$ cat src/rtl/lnvd_adc_hex_viewer_if.sv
// lnvd_adc_hex_viewer_if: switch/sample inputs and HEX segment outputs of the ADC hex viewer.
interface lnvd_adc_hex_viewer_if #(
    parameter int N_CH   = 4,
    parameter int DATA_W = 12,
    parameter int DIGITS = 3
);
    logic [9:0]             SW_in;
    logic [N_CH*DATA_W-1:0] data_in;
    logic                   sample_valid_in;
    logic [DIGITS*8-1:0]    HEX_out;
    logic [7:0]             HEX_CH_out;
    modport master (output SW_in, data_in, sample_valid_in, input HEX_out, HEX_CH_out);
    modport slave  (input SW_in, data_in, sample_valid_in, output HEX_out, HEX_CH_out);
endinterface

$ cat src/rtl/lnvd_adc_hex_viewer.sv
// lnvd_adc_hex_viewer: per-channel live/peak capture shown on 7-segment digits with auto-scan and freeze.
module lnvd_adc_hex_viewer #(
    parameter int N_CH       = 4,
    parameter int DATA_W     = 12,
    parameter int DIGITS     = 3,
    parameter int TICK_DIV   = 12_500_000,
    parameter int SCAN_TICKS = 8
) (
    input logic clk,
    input logic rst_n,
    lnvd_adc_hex_viewer_if.slave bus
);
    localparam int TW = $clog2(TICK_DIV);
    localparam int DW = $clog2(SCAN_TICKS + 1);
    localparam int NW = DIGITS * 4;

    function automatic logic [6:0] seg(input logic [3:0] n);
        case (n)
            4'h0: seg = 7'h40;  4'h1: seg = 7'h79;  4'h2: seg = 7'h24;  4'h3: seg = 7'h30;
            4'h4: seg = 7'h19;  4'h5: seg = 7'h12;  4'h6: seg = 7'h02;  4'h7: seg = 7'h78;
            4'h8: seg = 7'h00;  4'h9: seg = 7'h10;  4'hA: seg = 7'h08;  4'hB: seg = 7'h03;
            4'hC: seg = 7'h46;  4'hD: seg = 7'h21;  4'hE: seg = 7'h06;  default: seg = 7'h0E;
        endcase
    endfunction

    logic [9:0]        sw_s1, sw_s;
    logic              unused_sw;
    logic [DATA_W-1:0] live [N_CH];
    logic [DATA_W-1:0] pmax [N_CH];
    logic [DATA_W-1:0] pmin [N_CH];
    logic [TW-1:0]     tcnt;
    logic [DW-1:0]     dwell, nxt_dwell;
    logic [3:0]        ch, nxt_ch;
    logic [1:0]        disp_mode;
    logic [DATA_W-1:0] disp, src;
    logic [NW-1:0]     dpad;
    logic [DIGITS*8-1:0] hex;
    logic              scan, vld, tick, auto, last, ok;

    wire [3:0] sel_ch = sw_s[3:0];
    wire [1:0] mode   = sw_s[5:4];
    wire       clr    = sw_s[8];
    wire       frz    = sw_s[9];

    assign unused_sw = ^sw_s[7:6];

    always_ff @(posedge clk or negedge rst_n)
        if (!rst_n) begin
            sw_s1 <= '0;
            sw_s  <= '0;
        end else begin
            sw_s1 <= bus.SW_in;
            sw_s  <= sw_s1;
        end

    // clear only governs the peak registers; the live register always loads
    always_ff @(posedge clk or negedge rst_n)
        if (!rst_n) begin
            live <= '{default: '0};
            pmax <= '{default: '0};
            pmin <= '{default: '1};
        end else
            for (int k = 0; k < N_CH; k++) begin
                if (bus.sample_valid_in) live[k] <= bus.data_in[k*DATA_W +: DATA_W];
                if (clr) begin
                    pmax[k] <= '0;
                    pmin[k] <= '1;
                end else if (bus.sample_valid_in) begin
                    if (bus.data_in[k*DATA_W +: DATA_W] > pmax[k]) pmax[k] <= bus.data_in[k*DATA_W +: DATA_W];
                    if (bus.data_in[k*DATA_W +: DATA_W] < pmin[k]) pmin[k] <= bus.data_in[k*DATA_W +: DATA_W];
                end
            end

    assign tick      = tcnt == TW'(TICK_DIV - 1);
    assign auto      = mode == 2'b11;
    assign last      = dwell == DW'(SCAN_TICKS - 1);
    assign nxt_ch    = !auto ? sel_ch : !scan ? 4'd1 : !last ? ch : ch == 4'(N_CH) ? 4'd1 : ch + 4'd1;
    assign nxt_dwell = (!auto || !scan || last) ? '0 : dwell + 1'b1;

    always_comb begin
        src = '0;
        for (int k = 0; k < N_CH; k++)
            if (nxt_ch == 4'(k + 1)) src = mode == 2'b01 ? pmax[k] : mode == 2'b10 ? pmin[k] : live[k];
    end

    // a frozen tick still marks the display valid but moves nothing else
    always_ff @(posedge clk or negedge rst_n)
        if (!rst_n) begin
            tcnt      <= '0;
            dwell     <= '0;
            ch        <= '0;
            scan      <= 1'b0;
            disp      <= '0;
            disp_mode <= '0;
            vld       <= 1'b0;
        end else begin
            tcnt <= tick ? '0 : tcnt + 1'b1;
            if (tick) begin
                vld <= 1'b1;
                if (!frz) begin
                    ch        <= nxt_ch;
                    dwell     <= nxt_dwell;
                    scan      <= auto;
                    disp      <= src;
                    disp_mode <= mode;
                end
            end
        end

    assign ok   = ch != 4'd0 && ch <= 4'(N_CH);
    assign dpad = NW'(disp);

    always_comb begin
        hex = '1;
        for (int i = 0; i < DIGITS; i++)
            hex[i*8 +: 8] = !vld ? 8'hFF : !ok ? 8'hBF :
                {!((disp_mode == 2'b01 && i == 0) || (disp_mode == 2'b10 && i == DIGITS - 1)), seg(dpad[i*4 +: 4])};
    end

    assign bus.HEX_out    = hex;
    assign bus.HEX_CH_out = !vld ? 8'hFF : {!frz, ok ? seg(ch) : 7'h3F};
endmodule

$ cat src/flat_wrapper.sv
// flat-port wrapper written by rule: the top's interface ports become plain ports
module lnvd_adc_hex_viewer_flat 
#(
    parameter int N_CH       = 4,
    parameter int DATA_W     = 12,
    parameter int DIGITS     = 3,
    parameter int TICK_DIV   = 12_500_000,
    parameter int SCAN_TICKS = 8
)
  (clk, rst_n, bus_SW_in, bus_data_in, bus_sample_valid_in, bus_HEX_out, bus_HEX_CH_out);
  lnvd_adc_hex_viewer_if #(.N_CH(N_CH), .DATA_W(DATA_W), .DIGITS(DIGITS)) bus_i ();
  input logic clk;
  input logic rst_n;
  input wire logic [$bits(bus_i.SW_in)-1:0] bus_SW_in;
  input wire logic [$bits(bus_i.data_in)-1:0] bus_data_in;
  input wire logic [$bits(bus_i.sample_valid_in)-1:0] bus_sample_valid_in;
  output wire logic [$bits(bus_i.HEX_out)-1:0] bus_HEX_out;
  output wire logic [$bits(bus_i.HEX_CH_out)-1:0] bus_HEX_CH_out;
  assign bus_i.SW_in = bus_SW_in;
  assign bus_i.data_in = bus_data_in;
  assign bus_i.sample_valid_in = bus_sample_valid_in;
  assign bus_HEX_out = bus_i.HEX_out;
  assign bus_HEX_CH_out = bus_i.HEX_CH_out;
  lnvd_adc_hex_viewer #(.N_CH(N_CH), .DATA_W(DATA_W), .DIGITS(DIGITS), .TICK_DIV(TICK_DIV), .SCAN_TICKS(SCAN_TICKS)) u_core (.clk(clk), .rst_n(rst_n), .bus(bus_i));
endmodule
$ cat config.mk
export PLATFORM = sky130hd
export DESIGN_NAME = lnvd_adc_hex_viewer_flat
export DESIGN_NICKNAME = d
export VERILOG_FILES = /design/src/rtl/lnvd_adc_hex_viewer_if.sv /design/src/rtl/lnvd_adc_hex_viewer.sv /design/src/flat_wrapper.sv
export SDC_FILE = /design/constraint.sdc
export NUM_CORES = 1
export LEC_CHECK = 0
export CAP_MARGIN = 5
export CORE_MARGIN = 5
export CORE_UTILIZATION = 30
export CTS_CLUSTER_SIZE = 20
export DETAILED_ROUTE_END_ITERATION = 10
export HOLD_SLACK_MARGIN = 0.15
export PLACE_DENSITY = 0.5
export SETUP_SLACK_MARGIN = 0.2
export SLEW_MARGIN = 20
export SYNTH_ARGS = -nofsm -noshare
export SYNTH_HDL_FRONTEND = slang
export SYNTH_SLANG_ARGS = --single-unit
$ cat constraint.sdc
create_clock -name clk -period 2.23 [get_ports clk]
set_clock_uncertainty 0.15 [all_clocks]
set_input_delay 0.223 -clock clk [delete_from_list [all_inputs] [get_ports clk]]
set_output_delay 0.223 -clock clk [all_outputs]
set_load 0.05 [all_outputs]
# [Yosys cells after proc, flatten, opt, wreduce, memory -nomap -nowiden]
# Memories as Yosys holds them, arrays and structs flattened.
# Index checks and enable logic that the tools add are counted.
[word_totals] register_bits=212 romBits=448 output_inout_bits=32 memories=4
[classes] add_sub_neg=3 magnitude_cmp=9 n_eq_ne=12 mux=50 bitwise_logic=1 n_reduce_logical=27
[mem_list] memory="(no name shown)" depth=16 word_bits=7 read_ports=1 rd_ports_with_merged_regs=0 write_ports=0 line_no="lnvd_adc_hex_viewer.sv:18" source="case (n)"
[mem_list] memory="(no name shown)" depth=16 word_bits=7 read_ports=1 rd_ports_with_merged_regs=0 write_ports=0 line_no="lnvd_adc_hex_viewer.sv:18"
[mem_list] memory="(no name shown)" depth=16 word_bits=7 read_ports=1 rd_ports_with_merged_regs=0 write_ports=0 line_no="lnvd_adc_hex_viewer.sv:18"
[mem_list] memory="(no name shown)" depth=16 word_bits=7 read_ports=1 rd_ports_with_merged_regs=0 write_ports=0 line_no="lnvd_adc_hex_viewer.sv:18"
[op_table] cell="two-way mux 12 bit" n=36
[op_table] cell="greater-than comparator 12 bit" n=4
[op_table] cell="less-than comparator 12 bit" n=4
[op_table] cell="two-way mux 8 bit" n=6
[op_table] cell="adder 24 x 1 -> 24 bit (second input constant)" n=1
[op_table] cell="== test 24 bit (second input constant)" n=1
[op_table] cell="two-way mux 24 bit" n=1
[op_table] cell="two-way mux 4 bit" n=5
[op_table] cell="AND reduction 2 bit" n=9
[op_table] cell="nonzero test 2 bit" n=9
[op_table] cell="two-way mux 7 bit" n=2
[op_table] cell="== test 4 x 3 -> 1 bit (second input constant)" n=3
[op_table] cell="adder 4 x 1 -> 4 bit (second input constant)" n=2
[op_table] cell="== test 4 x 2 -> 1 bit (second input constant)" n=2
[op_table] cell="== test 2 bit (second input constant)" n=3
[op_table] cell="zero test 1 bit" n=5
[op_table] cell="== test 2 x 1 -> 1 bit (second input constant)" n=2
[op_table] cell="== test 4 x 1 -> 1 bit (second input constant)" n=1
[op_table] cell="<= comparator 4 x 3 -> 1 bit (second input constant)" n=1
[op_table] cell="nonzero test 4 bit" n=1
[op_table] cell="logical OR 1 bit" n=2
[op_table] cell="logical AND 1 bit" n=1
[op_table] cell="inverter 1 bit" n=1

# [Logic depth before layout (Yosys ltp)]
[logic_depth] depth_word=10 mapped_depth=9 ltp_nobuf=8

# [Least setup slack after synthesis]
# Ideal clock, no wire load.
[synth_path] path_kind="register -> output" start="register u_core.disp[9]" end="output bus_HEX_out[16]" arrival_ns=2.640 required_ns=1.857 setup_slack_ns=-0.783 path_stages_with_launch=5 n_path_buf=0 cell_sequence="dfrtp_1 > inv_1 > ha_1 > nor2b_1 > o311ai_0"
[synth_via] elab_chain_cells=3
[synth_rtl] item="start: declaration" line_no="lnvd_adc_hex_viewer.sv:35" source="logic [DATA_W-1:0] disp, src;"
[synth_rtl] item="start signal: assignment" line_no="lnvd_adc_hex_viewer.sv:104" source="disp <= src;"
[synth_rtl] item="memory read (16 x 7 bit)"
[synth_rtl] item="two-way mux 8 bit (2 in a row)" line_no="lnvd_adc_hex_viewer.sv:116" source="hex[i*8 +: 8] = !vld ? 8'hFF : !ok ? 8'hBF :"
[synth_rtl] item="end: declaration" line_no="flat_wrapper.sv:17" source="output wire logic [$bits(bus_i.HEX_out)-1:0] bus_HEX_out;"
# Every way passes these cells.

# [Final worst setup path]
[layout_path] start="register u_core.disp[0]" end="output bus_HEX_out[3]"
# The elaborated chain is that of the path after synthesis.

==> summary.md <==
| Metric | Value |
|---|---|
| Worst slack at placement | `-0.268 ns` |
| Ports placed on the boundary | `93` |
| Pwr per Cell Area | `551 nW/µm²` |
| Data arrival, critical path | `2.20 ns` |
| Post-Syn Area | `14000 µm²` |
| Number of synthesized register bits | `208` |
| Number of DRC violations after detailed-routing iteration 0 | `560` |
| Top cell type's share of synthesized area | `28.5%` |
| Share of synthesized registers carrying an async set or reset | `100%` |
| Average size of a mapped cell | `9.44 µm²` |
| Startpoint-to-endpoint class of the critical path | `reg -> out` |
| Count of buffers from port buffering | `89` |
| Max transition margin | `61.3%` |
| Count of unresolved DRC violations after routing | `0` |
| Slowest cell delay on critical path | `0.43 ns` |
| Failing checks | `setup timing` |
| Summed negative setup slack over all endpoints | `-9.63 ns` |
| Outcome | `finished with violations` |
| Clock Tree Buf Depth | `3` |
| Setup repair after global routing missed its margin | `true` |
| Vias | `11600` |
| Die boundary width | `226 µm` |
| Number of flops mapped to enable cells by yosys | `0` |
| Worst Slack Setup Final | `-0.342 ns` |
| Core region area | `46500 µm²` |
| WL per Instance | `16.8 µm` |
| Total grt overflow | `0` |
| Final Max Tran Viols | `0` |
| Antenna violations before repair | `0` |
| Routed via count divided by cell count | `4.79` |
| Timing-limited maximum frequency | `389 MHz` |
| Synth Instances | `1488` |
| Fraction of the yosys area taken by sequential cells | `37.5%` |
| Share of final-layout standard cells stronger than drive strength 1 | `34.7%` |
| Total nets after synthesis | `1667` |
| Ranking of synthesized cells by instance count | `dfrtp_1 (160), nor2_1 (149), mux2i_1 (138)` |
| Number of sinks on the clock net | `208` |
| Worst endpoint required time | `1.86 ns` |
| Yosys warnings | `0` |
| WHS Path Cells | `0` |
| Clock latency reported for the late side of the worst-skew pair | `0.55 ns` |
| Number of buffers inserted during clock tree synthesis | `27` |
| Global routing usage summed across all routing layers | `15.6%` |
| Leading post-synthesis cells by cell area | `dfrtp_1 (29%), ha_1 (11%), mux2i_1 (9.8%)` |
| Finish-stage setup viols | `44` |
| Critical-path top delay cell | `dfrtp_1` |
| Fill count | `4458` |
| CTS root buf | `clkbuf_16` |
| Placed wire-length estimate after detailed placement | `29400 µm` |
| Category of the worst setup path capture point | `output pin` |
| Final total power | `0.0110 W` |
| Pin count of the biggest net entering global routing | `62` |
| Library cell with the largest summed area after synthesis | `dfrtp_1` |
| Crit share post-route | `115%` |
| Detailed Route WL | `40700 µm` |
| IR Drop Worst-Case VDD | `0.492 mV` |
| Final hold violations | `0` |
| Number of nets with antenna violations after detailed routing | `0` |
| Max FO, Critical Path | `3` |
| ANT cells | `0` |
| Number of iterations in the first detailed-routing pass | `5` |
| Area of the die | `51200 µm²` |
| Library cell with the highest instance count after synthesis | `dfrtp_1` |
| Hold WC Path Type | `reg -> reg` |
| Die Y-Extent | `226 µm` |
| MaxCap Viol Count | `0` |
| Actual slew at the worst max-slew pin | `0.581 ns` |
| Cell chain of the critical path | `inv_2 -> ha_4 -> inv_1 -> mux4_2 -> or2_4 -> buf_6` |
| Final min period | `2.57 ns` |
| Row count | `79` |
| Reg clk slew, reported paths | `0.06 ns` |
| Length in cells of the worst reg-to-reg path | `14` |
| Number of different library cells in the post-synthesis netlist | `62` |
| Static Leakage | `8.90 nW` |
| H-tree levels | `1` |
| Startpoint types | `register` |
| Wire length of the first global-routing pass | `64900 µm` |
| Initial standard-cell utilization of the core | `30.2%` |
| Number of global-route vias before repair | `12100` |
| Post-layout net count | `1971` |
| Worst-case hold slack | `0.198 ns` |
| Weighted congestion reported at the end of routability-driven placement | `0.796` |
| Synth Flop Type | `dfrtp_1` |
| TritonCTS clock tree | `built` |
| Syn-to-layout area delta | `41.8%` |
==> flip-flops by register name (all words and copies together) (netlist names) <==
signal and cells:
u_core.ch 4, u_core.disp 12, u_core.disp_mode 2, u_core.dwell 4, u_core.live 48, u_core.pmax 48, u_core.pmin 48, u_core.scan 1
u_core.sw_s 8, u_core.sw_s1 8, u_core.tcnt 24, u_core.vld 1
==> area by class of cell <==
class	instances	area, µm²	area share (%)
well taps	607	759	3.81
flip-flops and latches	208	5280	26.5
clock buffers	38	787	3.95
multi-input cells	1083	9060	45.5
repair buffers	360	3500	17.6
inverters	112	420	2.11
clock inverters	11	100	0.503
==> layer usage <==
metal  part of all wire [%]  track usage, %
met4                    2.2            3.71
met2                     48            26.5
met3                    2.6            1.88
met5                      0               0
met1                     47            21.3
==> worst max-delay path: cells and delay by family (launching register included) <==
| family | cells | cell delay [ns] |
|---|---|---|
| flip-flops | 1 | 0.43 |
| buffers and inverters | 3 | 0.28 |
| adder cells (fa/ha/maj) | 1 | 0.27 |
| AND/OR/NAND/NOR | 1 | 0.25 |
| multiplexers | 1 | 0.43 |
==> power breakdown <==
part           internal, W  total (W)  switching (W)
combinational      0.00118    0.00237        0.00119
sequential         0.00407    0.00427       0.000199
clock              0.00257    0.00432        0.00175
total              0.00782     0.0110        0.00314
==> per-stage QoR <==
stage / area (µm²) / util, % / cells
final: 19900 / 42.9 / 2419
after global routing: 19900 / 42.9 / 2419
after CTS: 19200 / 41.4 / 2395
after detailed placement: 17300 / 37.2 / 2293
after global placement: 17300 / 37.2 / 2293
after floorplan: 14400 / - / 1488
==> cells by family (layout without fill, tap and decap cells) <==
logic type,after synthesis,in the layout,synth area share [%]
xor gates and xnor gates,23,23,1.43
and+or+nand+nor,477,477,17.3
AOI/OAI and AO/OA,262,262,12.6
muxes,202,202,15.0
buffers and inverters,197,521,5.54
DFF,208,208,37.5
other,1,1,0.0267
adders and majority gates,118,118,10.5
==> placed cells by master (no fill, tap or decap), types with 9 or more instances in the layout <==
master,n
buf_6,59
inv_1,87
o21ai_2,10
a21oi_2,14
a21o_1,25
nand2_1,73
nand4_1,19
mux2_2,60
nand2b_1,109
nor2b_1,32
o211ai_1,26
ha_4,29
nor2_1,149
buf_12,22
nand3_1,30
clkbuf_16,28
dlygate4sd3_1,10
o221ai_4,9
buf_4,201
clkdlybuf4s50_1,56
nand3b_1,13
dfrtp_1,150
a21oi_1,57
nand3_2,9
ha_1,84
mux2i_1,138
dfstp_2,48
inv_2,25
a211oi_1,26
xor2_1,14
o21ai_0,36
==> repair_timing <==
| item | 4_1_cts | 5_1_grt |
|---|---|---|
| pin swaps | 42 | 49 |
| setup buffers | 39 | 23 |
| endpoints found under the setup margin | 149 | 149 |
| cloned | 4 | 1 |
| hold endpoints to repair | 184 | 0 |
| gates resized for setup | 133 | 88 |
| hold buffers | 10 | 0 |
==> worst paths after layout <==
path | start | end | slack (ns)
min in group asynchronous | rst_n | u_core.live[40] | 0.62
setup reg to reg | u_core.ch[0] | u_core.disp[3] | -0.28
hold reg to reg | u_core.sw_s1[2] | u_core.sw_s[2] | 0.20
setup / recovery | u_core.disp[0] | bus_HEX_out[3] | -0.34
hold / removal | u_core.sw_s1[2] | u_core.sw_s[2] | 0.20
max in group asynchronous | rst_n | u_core.pmin[31] | 0.55
(Power assumes the default switching activity.)
